$ cat src/rtl/spi_pkg.sv
// Shared definitions for the config SPI receiver and the readback transmitter.
package spi_pkg;

  localparam logic        SPI_CS_ACTIVE = 1'b0;
  localparam int unsigned CFG_WORD_W    = 32;

  localparam logic [1:0] ST_IDLE  = 2'd0;
  localparam logic [1:0] ST_SHIFT = 2'd1;
  localparam logic [1:0] ST_DRAIN = 2'd2;

  typedef enum logic [1:0] {
    IDLE  = ST_IDLE,
    SHIFT = ST_SHIFT,
    DRAIN = ST_DRAIN
  } spi_state_t;

endpackage

$ cat src/rtl/spi_slave_out_if.sv
// SPI pin bundle between an external master and the readback slave.
interface spi_slave_out_if;

  logic cs;
  logic sck;
  logic miso;
  logic miso_oe;

  modport master (output cs, sck, input miso, miso_oe);
  modport slave  (input cs, sck, output miso, miso_oe);

endinterface

$ cat src/rtl/spi_sync_edge.sv
// Multi-flop synchronizer for an asynchronous pin plus a history flop for edge detection.
module spi_sync_edge #(
  parameter int unsigned SYNC_STAGES = 2,
  parameter logic        RST_VAL     = 1'b0
) (
  input  logic clk,
  input  logic reset,
  input  logic din,
  output logic level,
  output logic rise,
  output logic fall
);

  logic [SYNC_STAGES-1:0] sync_q;
  logic                   hist_q;

  always_ff @(posedge clk) begin
    if (reset) begin
      sync_q <= {SYNC_STAGES{RST_VAL}};
      hist_q <= RST_VAL;
    end else begin
      sync_q <= {sync_q[SYNC_STAGES-2:0], din};
      hist_q <= sync_q[SYNC_STAGES-1];
    end
  end

  assign level = sync_q[SYNC_STAGES-1];
  assign rise  = level & ~hist_q;
  assign fall  = ~level & hist_q;

endmodule

$ cat src/rtl/spi_slave_out.sv
// SPI mode-0 slave transmitter: shifts a status word captured at CS assertion out on miso, MSB first.
module spi_slave_out
  import spi_pkg::*;
#(
  parameter int unsigned WIDTH       = CFG_WORD_W,
  parameter int unsigned SYNC_STAGES = 2
) (
  input  logic             clk,
  input  logic             reset,
  spi_slave_out_if.slave   spi,
  input  logic [WIDTH-1:0] in_buf,
  output logic             busy,
  output logic             done
);

  localparam int unsigned CNT_W = $clog2(WIDTH + 1);

  logic cs_level, cs_rise, cs_fall;
  logic sck_level, sck_rise, sck_fall;
  logic cs_start, cs_stop;
  logic unused_levels;

  spi_state_t       state_q;
  logic [WIDTH-1:0] shift_q;
  logic [CNT_W-1:0] count_q;
  logic             oe_q;

  // cs resets to its active level so a CS held low through reset does not look like a new assertion
  spi_sync_edge #(.SYNC_STAGES(SYNC_STAGES), .RST_VAL(SPI_CS_ACTIVE)) u_cs_sync (
    .clk   (clk),
    .reset (reset),
    .din   (spi.cs),
    .level (cs_level),
    .rise  (cs_rise),
    .fall  (cs_fall)
  );

  spi_sync_edge #(.SYNC_STAGES(SYNC_STAGES), .RST_VAL(1'b0)) u_sck_sync (
    .clk   (clk),
    .reset (reset),
    .din   (spi.sck),
    .level (sck_level),
    .rise  (sck_rise),
    .fall  (sck_fall)
  );

  assign unused_levels = cs_level ^ sck_level;
  assign cs_start      = (SPI_CS_ACTIVE == 1'b0) ? cs_fall : cs_rise;
  assign cs_stop       = (SPI_CS_ACTIVE == 1'b0) ? cs_rise : cs_fall;

  // Transfer FSM; CS edges take priority over sck edges in the same cycle
  always_ff @(posedge clk) begin
    if (reset) begin
      state_q <= IDLE;
      shift_q <= '0;
      count_q <= '0;
      oe_q    <= 1'b0;
      busy    <= 1'b0;
      done    <= 1'b0;
    end else begin
      done <= 1'b0;
      case (state_q)
        IDLE: begin
          if (cs_start) begin
            state_q <= SHIFT;
            shift_q <= in_buf;
            count_q <= '0;
            oe_q    <= 1'b1;
            busy    <= 1'b1;
          end
        end
        SHIFT: begin
          if (cs_stop) begin
            state_q <= IDLE;
            shift_q <= '0;
            count_q <= '0;
            oe_q    <= 1'b0;
            busy    <= 1'b0;
          end else if (sck_rise) begin
            if (count_q == CNT_W'(WIDTH - 1)) begin
              state_q <= DRAIN;
              count_q <= CNT_W'(WIDTH);
              shift_q <= '0;
              done    <= 1'b1;
            end else begin
              count_q <= count_q + CNT_W'(1);
            end
          end else if (sck_fall) begin
            shift_q <= {shift_q[WIDTH-2:0], 1'b0};
          end
        end
        DRAIN: begin
          if (cs_stop) begin
            state_q <= IDLE;
            shift_q <= '0;
            count_q <= '0;
            oe_q    <= 1'b0;
            busy    <= 1'b0;
          end
        end
        default: state_q <= IDLE;
      endcase
    end
  end

  // miso is the shift register MSB, so it is zero whenever the register is cleared
  assign spi.miso    = shift_q[WIDTH-1];
  assign spi.miso_oe = oe_q;

endmodule

$ cat src/flat_wrapper.sv
// flat-port wrapper written by rule: the top's interface ports become plain ports
module spi_slave_out_flat import spi_pkg::*;
#(
  parameter int unsigned WIDTH       = CFG_WORD_W,
  parameter int unsigned SYNC_STAGES = 2
)
  (clk, reset, in_buf, busy, done, spi_cs, spi_sck, spi_miso, spi_miso_oe);
  spi_slave_out_if spi_i ();
  input  logic clk;
  input  logic reset;
  input  logic [WIDTH-1:0] in_buf;
  output logic busy;
  output logic done;
  input wire logic [$bits(spi_i.cs)-1:0] spi_cs;
  input wire logic [$bits(spi_i.sck)-1:0] spi_sck;
  output wire logic [$bits(spi_i.miso)-1:0] spi_miso;
  output wire logic [$bits(spi_i.miso_oe)-1:0] spi_miso_oe;
  assign spi_i.cs = spi_cs;
  assign spi_i.sck = spi_sck;
  assign spi_miso = spi_i.miso;
  assign spi_miso_oe = spi_i.miso_oe;
  spi_slave_out #(.WIDTH(WIDTH), .SYNC_STAGES(SYNC_STAGES)) u_core (.clk(clk), .reset(reset), .spi(spi_i), .in_buf(in_buf), .busy(busy), .done(done));
endmodule
$ cat config.mk
export PLATFORM = sky130hd
export DESIGN_NAME = spi_slave_out_flat
export DESIGN_NICKNAME = d
export VERILOG_FILES = /design/src/rtl/spi_pkg.sv /design/src/rtl/spi_slave_out_if.sv /design/src/rtl/spi_sync_edge.sv /design/src/rtl/spi_slave_out.sv /design/src/flat_wrapper.sv
export SDC_FILE = /design/constraint.sdc
export NUM_CORES = 1
export LEC_CHECK = 0
export ABC_CLOCK_PERIOD_IN_PS = 3150
export CORE_MARGIN = 5
export CORE_UTILIZATION = 52
export DETAILED_ROUTE_END_ITERATION = 8
export GPL_TIMING_DRIVEN = 0
export HOLD_SLACK_MARGIN = 0.12
export PLACE_DENSITY = 0.77
export SETUP_SLACK_MARGIN = 0.1
export SLEW_MARGIN = 40
export SYNTH_ARGS = -nofsm -noshare
export SYNTH_HDL_FRONTEND = slang
export SYNTH_HIERARCHICAL = 1
export SYNTH_SLANG_ARGS = --single-unit
$ cat constraint.sdc
create_clock -name clk -period 3.15 [get_ports clk]
set_clock_uncertainty 0.2 [all_clocks]
set_input_delay 0.4725 -clock clk [delete_from_list [all_inputs] [get_ports clk]]
set_output_delay 0.4725 -clock clk [all_outputs]
set_load 0.02 [all_outputs]
==> results of run 1 <==
## flip-flops by register name, summed over array words and instances, names as in the netlist, 2 cells and up
signal,flops
u_core/count_q,6
u_core/u_sck_sync/sync_q,2
u_core/u_cs_sync/sync_q,2
u_core/state_q,2
u_core/shift_q,32
## Yosys cell counts (2+ instances only)
master | number | area (um^2)
nand3_1 | 4 | 20.0
nor2_1 | 3 | 11.3
o31ai_1 | 3 | 22.5
nand2_1 | 7 | 26.3
clkbuf_1 | 19 | 71.3
a21oi_1 | 67 | 335
ha_1 | 6 | 75.1
nand4_1 | 2 | 12.5
or3_1 | 2 | 12.5
buf_2 | 4 | 20.0
nor3b_1 | 2 | 15.0
and2_1 | 3 | 18.8
dfxtp_1 | 48 | 961
a211oi_1 | 32 | 240
o21ai_0 | 4 | 20.0
inv_1 | 7 | 26.3
nor2b_1 | 42 | 263
## where the power goes
part	switching (W)	internal, W	total [W]
combinational	0.000398	0.000294	0.000692
sequential	0.0000728	0.000742	0.000815
clock	0.000198	0.000312	0.000510
## per-stage QoR
step	power [W]	hold WS, ns	cell area (um^2)	setup slack [ns]
floorplan	0.00132	0.214	2340	0.893
global placement	0.00149	0.220	2800	0.668
detailed placement	0.00152	0.229	2800	0.620
CTS	0.00203	0.251	2930	0.593
global route	0.00216	0.265	2930	0.416
finish	0.00202	0.245	2930	0.598
## layer usage
layer | GRT usage | share of wire
met5 | 0 | 0
met4 | 0.0550 | 0.0055
met3 | 0.0422 | 0.053
met2 | 0.299 | 0.49
met1 | 0.232 | 0.45
## final timing paths
path                            cells past startpoint                  startpoint                          to
worst min-delay path                                1  u_core/u_cs_sync/sync_q[0]  u_core/u_cs_sync/sync_q[1]
worst max-delay path                                8           u_core/state_q[0]          u_core/shift_q[18]
worst max register to register                      8           u_core/state_q[0]          u_core/shift_q[18]
worst min register to register                      1  u_core/u_cs_sync/sync_q[0]  u_core/u_cs_sync/sync_q[1]
## layout make-up
class | count | area (um^2)
plain buffers | 24 | 98.8
clock buffers | 5 | 68.8
clock inverters | 2 | 60.1
fillers | 387 | 1430
inverters | 7 | 26.3
multi-input cells | 198 | 1260
flip-flops and latches | 48 | 961
well taps | 52 | 65.1
repair buffers | 39 | 390
## kinds of logic (layout without fill, tap and decap cells)
group | count (synthesis) | in the layout
AO/OA/AOI/OAI | 113 | 113
AND/OR/NAND/NOR | 78 | 78
flip-flops | 48 | 48
buffers and inverters | 31 | 77
adder cells (fa/ha/maj) | 6 | 6
multiplexers | 1 | 1
## layout by cell type (no fill, tap or decap), types with 2 or more instances in the layout
cell type        instances
nand2_1                  7
a211oi_1                32
clkdlybuf4s50_1         39
clkbuf_8                 5
and2_1                   3
inv_1                    7
buf_2                    4
ha_1                     6
o31ai_1                  3
nor3b_1                  2
or3_1                    2
a21oi_1                 67
dfxtp_1                 48
clkbuf_1                19
nor2_1                   3
nand4_1                  2
nand3_1                  4
bufinv_16                2
nor2b_1                 42
o21ai_0                  4
==> summary.md, run 1 <==
| Metric | Value |
|---|---|
| Routed Antenna Nets | 0 |
| Core ar. | approximately 4400 um^2 |
| Critical path, cell by cell | inv_1 > ha_1 > nor2b_1 > nor3_1 > and2_1 > clkbuf_1 > buf_2 > a211oi_1 |
| F_max | roughly 400 MHz |
| Fin util | 0.673 |
| Drt wl/cell | approximately 14 um |
| Final setup viols | 0 |
| Clock Tree Buf Depth | 2 |
| 1st-iter DRT viols | 110 |
| Status | completed |
| Pin count of the biggest net entering global routing | 15 |
| Synth Area in Compound Gates | 0.289 |
| Mux cell area share after synthesis | 0.00427 |
| Layout cell share with drive strength beyond 1 | 0.0588 |
| Synth Area in Simple Gates | 0.211 |
| Critical path arrival | 2.52 ns |
| CP Class | reg2reg |
| Synth cell types | 39 |
| Relative slew slack | 0.549 |
| Die area | roughly 6000 um^2 |
| Post-Syn Area per Cell | ~8.5 um^2 |
| Worst VDD drop | 419 uV |
| Async S/R FF share, synth | 0 |
| Final worst path period need | roughly 2.6 ns |
| CTS tree | built |
| CTS Buf Count | 5 |
| Critical-path top delay cell | nor3_1 |
| Post-CTS setup buffer count | 0 |
| Synthesized cell area | between 2000 and 2500 um^2 |
| Synth Instances | 277 |
| Ports | 40 |
| Final std cells w/o fill | 375 |
| Resized Gates After CTS | 0 |
| Grt ovf | 0 |
| Final hold viol count | 0 |
| Worst stage delay on the critical path | ~0.57 ns |
| Routed vias/inst | between 5 and 6 |
| Antenna violations before repair | 0 |
| Vias in the first global route | just over 2k |
| Leak | 1.04 nW |
| IO Port Bufs | 39 |
| Die width | between 70 and 80 um |
| CP Launch Type | flip-flop |
| Post-DP HPWL | 3.75 mm |
| Yosys reg bits | 48 |
| Synthesis Warnings | 6 |
| Clk Latency, worst-skew pair | about 0.30 ns |
| Drt total wl | ~5.2 mm |
| CTS Root Cell | clkbuf_8 |
| Hold crit path type | reg2reg |
| Hold bufs inserted after CTS | 0 |
| Row Count | 24 |
| Worst Path Max Fanout | 10 |
| Part of the cycle the worst path needs | 0.810 |
| Routability cong. | roughly 0.83 |
| Cell family with most CP delay | simple AND/OR/NAND/NOR gates |
| Diodes inserted | 0 |
| Number of flops mapped to enable cells by yosys | 0 |
| Clock slew at reported path FFs | 0.09 ns |
| Chip height | around 77 um |
| H-tree levels | 2 |
| Critical Path RT | between 3 and 4 ns |
| Synth-to-Final Area Change | 24.9% |
| RSZ-0062 raised after global routing | no |
| DRT Pass-1 Iters | 4 |
| Placed cells | ~370 |
| First-pass GRT wire length | about 9.2 mm |
| Initial cell density of the core | 0.539 |
| FF-to-FF setup slack | between 0.5 and 0.6 ns |
| Vias | between 2k and 2.5k |
| DRC Markers | 0 |
| Post-Synth Adder-Cell Area | 0.0320 |
| Synth Area in XOR/XNOR | 0 |
| Most used DFF post-synth | dfxtp_1 |
| # clock sinks | between 40 and 50 |
| Largest family of logic cells by synthesized area | compound AO/OA/AOI/OAI gates |
| Nets | between 300 and 400 |
| Cell Pwr Density | roughly 690 nW/um^2 |
| Worst-Margin Slew | about 0.67 ns |
| Pins Over Slew Limit | 0 |
| Crit. End Element | flip-flop |
| Max-Cap Viols | 0 |
| CP bufs+invs | 3 |
| Total GRT Usage | 0.181 |
| Setup TNS | 0 ns |
| Register area share after synthesis | 0.410 |
| Synthesized Nets | 319 |
Power figures use the tool's default switching activity.
==> inputs of run 2 (changes only) <==
Settings changed: ABC_CLOCK_PERIOD_IN_PS 3150 to 2200, CORE_UTILIZATION 52 to 47, PLACE_DENSITY 0.77 to 0.73.
Clock period 3.15 ns to 2.2 ns, I/O delays scaled along.
==> run 2 against run 1 <==
Compared with the run above:
- cell area up 8.8%
- largest cell class unchanged
- critical path type unchanged
- maximum frequency increased by 21%
- sequential share of layout area decreased by 2.3 points
- clock-buffer cell count grew 1
- utilization decreased by 0.68 points
- largest power group is now combinational logic
==> summary.md, run 2 (synthesis results as in run 1) <==
| Metric | Value |
|---|---|
| Status | completed |
| Worst-Margin Slew | 0.567 ns (-0.100 ns) |
| Leak | 1.14 nW (+8.9%) |
| CP Launch Type | flip-flop |
| Die width | 80.6 um (+4.5%) |
| Largest registers | u_core/shift_q x32, u_core/count_q x6 |
| Vias | 2,187 (+3.2%) |
| # clock sinks | 48 (unchanged) |
| Setup WS pre-CTS | -0.253 ns (-0.874 ns) |
| Routed vias/inst | 5.45 (-3.5%) |
| Critical path arrival | 2.13 ns (-0.39 ns) |
| Final std cells w/o fill | 401 (+6.9%) |
| Layout cell share with drive strength beyond 1 | 0.204 (+0.145) |
| Placed cells | 383 (+4.1%) |
| Nets | 376 (+3.0%) |
| Final setup viols | 0 (unchanged) |
| Register area | 971 um^2 (+1.0%) |
| Placed Area | 2840 um^2 (+1.3%) |
| Vias in the first global route | 2,026 (-0.78%) |
| H-tree levels | 2 (unchanged) |
| Fin util | 0.666 (-0.00682) |
| Final hold viol count | 0 (unchanged) |
| Routed Antenna Nets | 0 (unchanged) |
| Drt total wl | 5.59 mm (+6.5%) |
| Setup TNS | 0 ns (unchanged) |
| Die area | 6500 um^2 (+9.2%) |
| Part of the cycle the worst path needs | 0.961 (+0.151) |
| Grt ovf | 0 (unchanged) |
| Pins Over Slew Limit | 0 (unchanged) |
| Max-Cap Viols | 0 (unchanged) |
| First-pass GRT wire length | 9.14 mm (-0.23%) |
| IO Port Bufs | 39 (unchanged) |
| Worst Setup Slack, final | 0.0864 ns (-0.512 ns) |
| Post-DP HPWL | 3.74 mm (-0.18%) |
| CP Class | reg2reg |
| FF-to-FF setup slack | 0.09 ns (-0.51 ns) |
| Cell Pwr Density | 912 nW/um^2 (+32%) |
| Initial cell density of the core | 0.490 (-0.0486) |
| F_max | 473 MHz (+21%) |
| Routability cong. | 0.841 (+1.3%) |
| Pin count of the biggest net entering global routing | 14 (-1) |
| RSZ-0062 raised after global routing | yes |
| Worst VDD drop | 591 uV (+41%) |
| Drt wl/cell | 13.9 um (-0.42%) |
| CTS Buf Count | 5 (unchanged) |
| Commonest non-fill, non-tap cells in the layout | 67 x a21oi_1, 44 x dfxtp_1, 39 x clkdlybuf4s50_1 |
| Hold bufs inserted after CTS | 0 (unchanged) |
| DRT Pass-1 Iters | 4 (unchanged) |
| Total GRT Usage | 0.177 (-0.00343) |
| Diodes inserted | 0 (unchanged) |
| CTS tree | built |
| Critical Path RT | 2.21 ns (-0.91 ns) |
| Clock slew at reported path FFs | 0.09 ns (about the same) |
| Multi-input logic area | 1380 um^2 (+9.4%) |
| Commonest non-fill, non-tap cell in the layout | a21oi_1 |
| CTS Root Cell | clkbuf_8 |
| Critical-path top delay cell | or4_4 |
| Antenna violations before repair | 0 (unchanged) |
| Final instance area | 3190 um^2 (+8.8%) |
| Worst stage delay on the critical path | 0.41 ns (-0.16 ns) |
| Final worst path period need | 2.11 ns (-0.438 ns) |
| Core ar. | 4790 um^2 (+9.9%) |
| Crit. End Element | flip-flop |
| 1st-iter DRT viols | 69 (-37%) |
| Layout fillers | 414 (+7.0%) |
| Ports | 40 (unchanged) |
| Row Count | 25 (+4.2%) |
| Relative slew slack | 0.622 (+0.0732) |
| Critical path, cell by cell | inv_4 > ha_4 > nor2b_4 > or3_4 > buf_6 > or4_4 > a221oi_2 |
| Chip height | 80.6 um (+4.5%) |
| Synth-to-Final Area Change | 35.9% |
| Hold crit path type | reg2reg |
| Clk Latency, worst-skew pair | 0.30 ns (about the same) |
| Clock Tree Buf Depth | 2 (unchanged) |
| Largest register FFs | 32 (unchanged) |
| DRC Markers | 0 (unchanged) |
| Worst Path Max Fanout | 4 (-6) |
| Most flop-heavy register | u_core/shift_q |
==> run 2: cell count changes in the layout (fill, tap and decap cells not counted), moves of 3 or more <==
| cell | previous run | this run |
|---|---|---|
| nor2b_1 | 42 | 38 |
| ha_2 | 0 | 3 |
| a211oi_2 | 0 | 9 |
| buf_4 | 1 | 13 |
| buf_6 | 0 | 4 |
| clkbuf_1 | 19 | 9 |
| ha_1 | 6 | 2 |
| dfxtp_1 | 48 | 44 |
| clkbuf_4 | 0 | 7 |
| a211oi_1 | 32 | 23 |
| buf_2 | 4 | 1 |
==> run 2: power by group <==
group | switching [W] | internal (W)
Clock | 0.000282 | 0.000217
Combinational | 0.000646 | 0.000590
Sequential | 0.000108 | 0.00106
Total | 0.00104 | 0.00187
==> run 2: worst max-delay path, delay by kind of cell, from the launching register on <==
family                     cells  cell delay, ns
and+or+nand+nor                3            0.89
DFF                            1            0.39
buffers and inverters          2            0.18
adders and majority gates      1            0.15
AOI/OAI and AO/OA              1            0.21
==> run 2: final cells by class <==
cell class                      instances  share of cell area
Buffer                                 23              0.0479
Tap cell                               67              0.0263
Multi-Input combinational cell        198               0.432
Inverter                                7             0.00982
Timing Repair Buffer                   51               0.155
Clock buffer                            6              0.0228
Clock inverter                          1             0.00157
Sequential cell                        48               0.305
==> run 2: through the flow <==
step | power [W] | hold WS, ns
floorplan | 0.00190 | 0.202
global placement | 0.00216 | 0.218
detailed placement | 0.00219 | 0.226
CTS | 0.00282 | 0.246
global route | 0.00312 | 0.277
finish | 0.00291 | 0.242
==> run 2: path summary, 6_finish.rpt <==
kind	from	endpoint	depth (start not counted)
worst min-delay path	u_core/u_cs_sync/sync_q[0]	u_core/u_cs_sync/sync_q[1]	1
worst max-delay path	u_core/state_q[0]	u_core/count_q[3]	7
worst max register to register	u_core/state_q[0]	u_core/count_q[3]	7
worst min register to register	u_core/u_cs_sync/sync_q[0]	u_core/u_cs_sync/sync_q[1]	1
==> run 2: routing by layer <==
metal  routed length [um]  track usage  vias to the layer above
met5                    0            0                        -
met4                   79       0.0659                        0
met3                  199       0.0381                        9
met2                 2720        0.294                       42
met1                 2590        0.224                     1023
li1                     -            -                     1113
==> run 2: repair_timing <==
item,in CTS,in global routing
buffers inserted,8,4
gates resized for setup,36,27
endpoints found under the setup margin,34,33
pin swaps,4,6
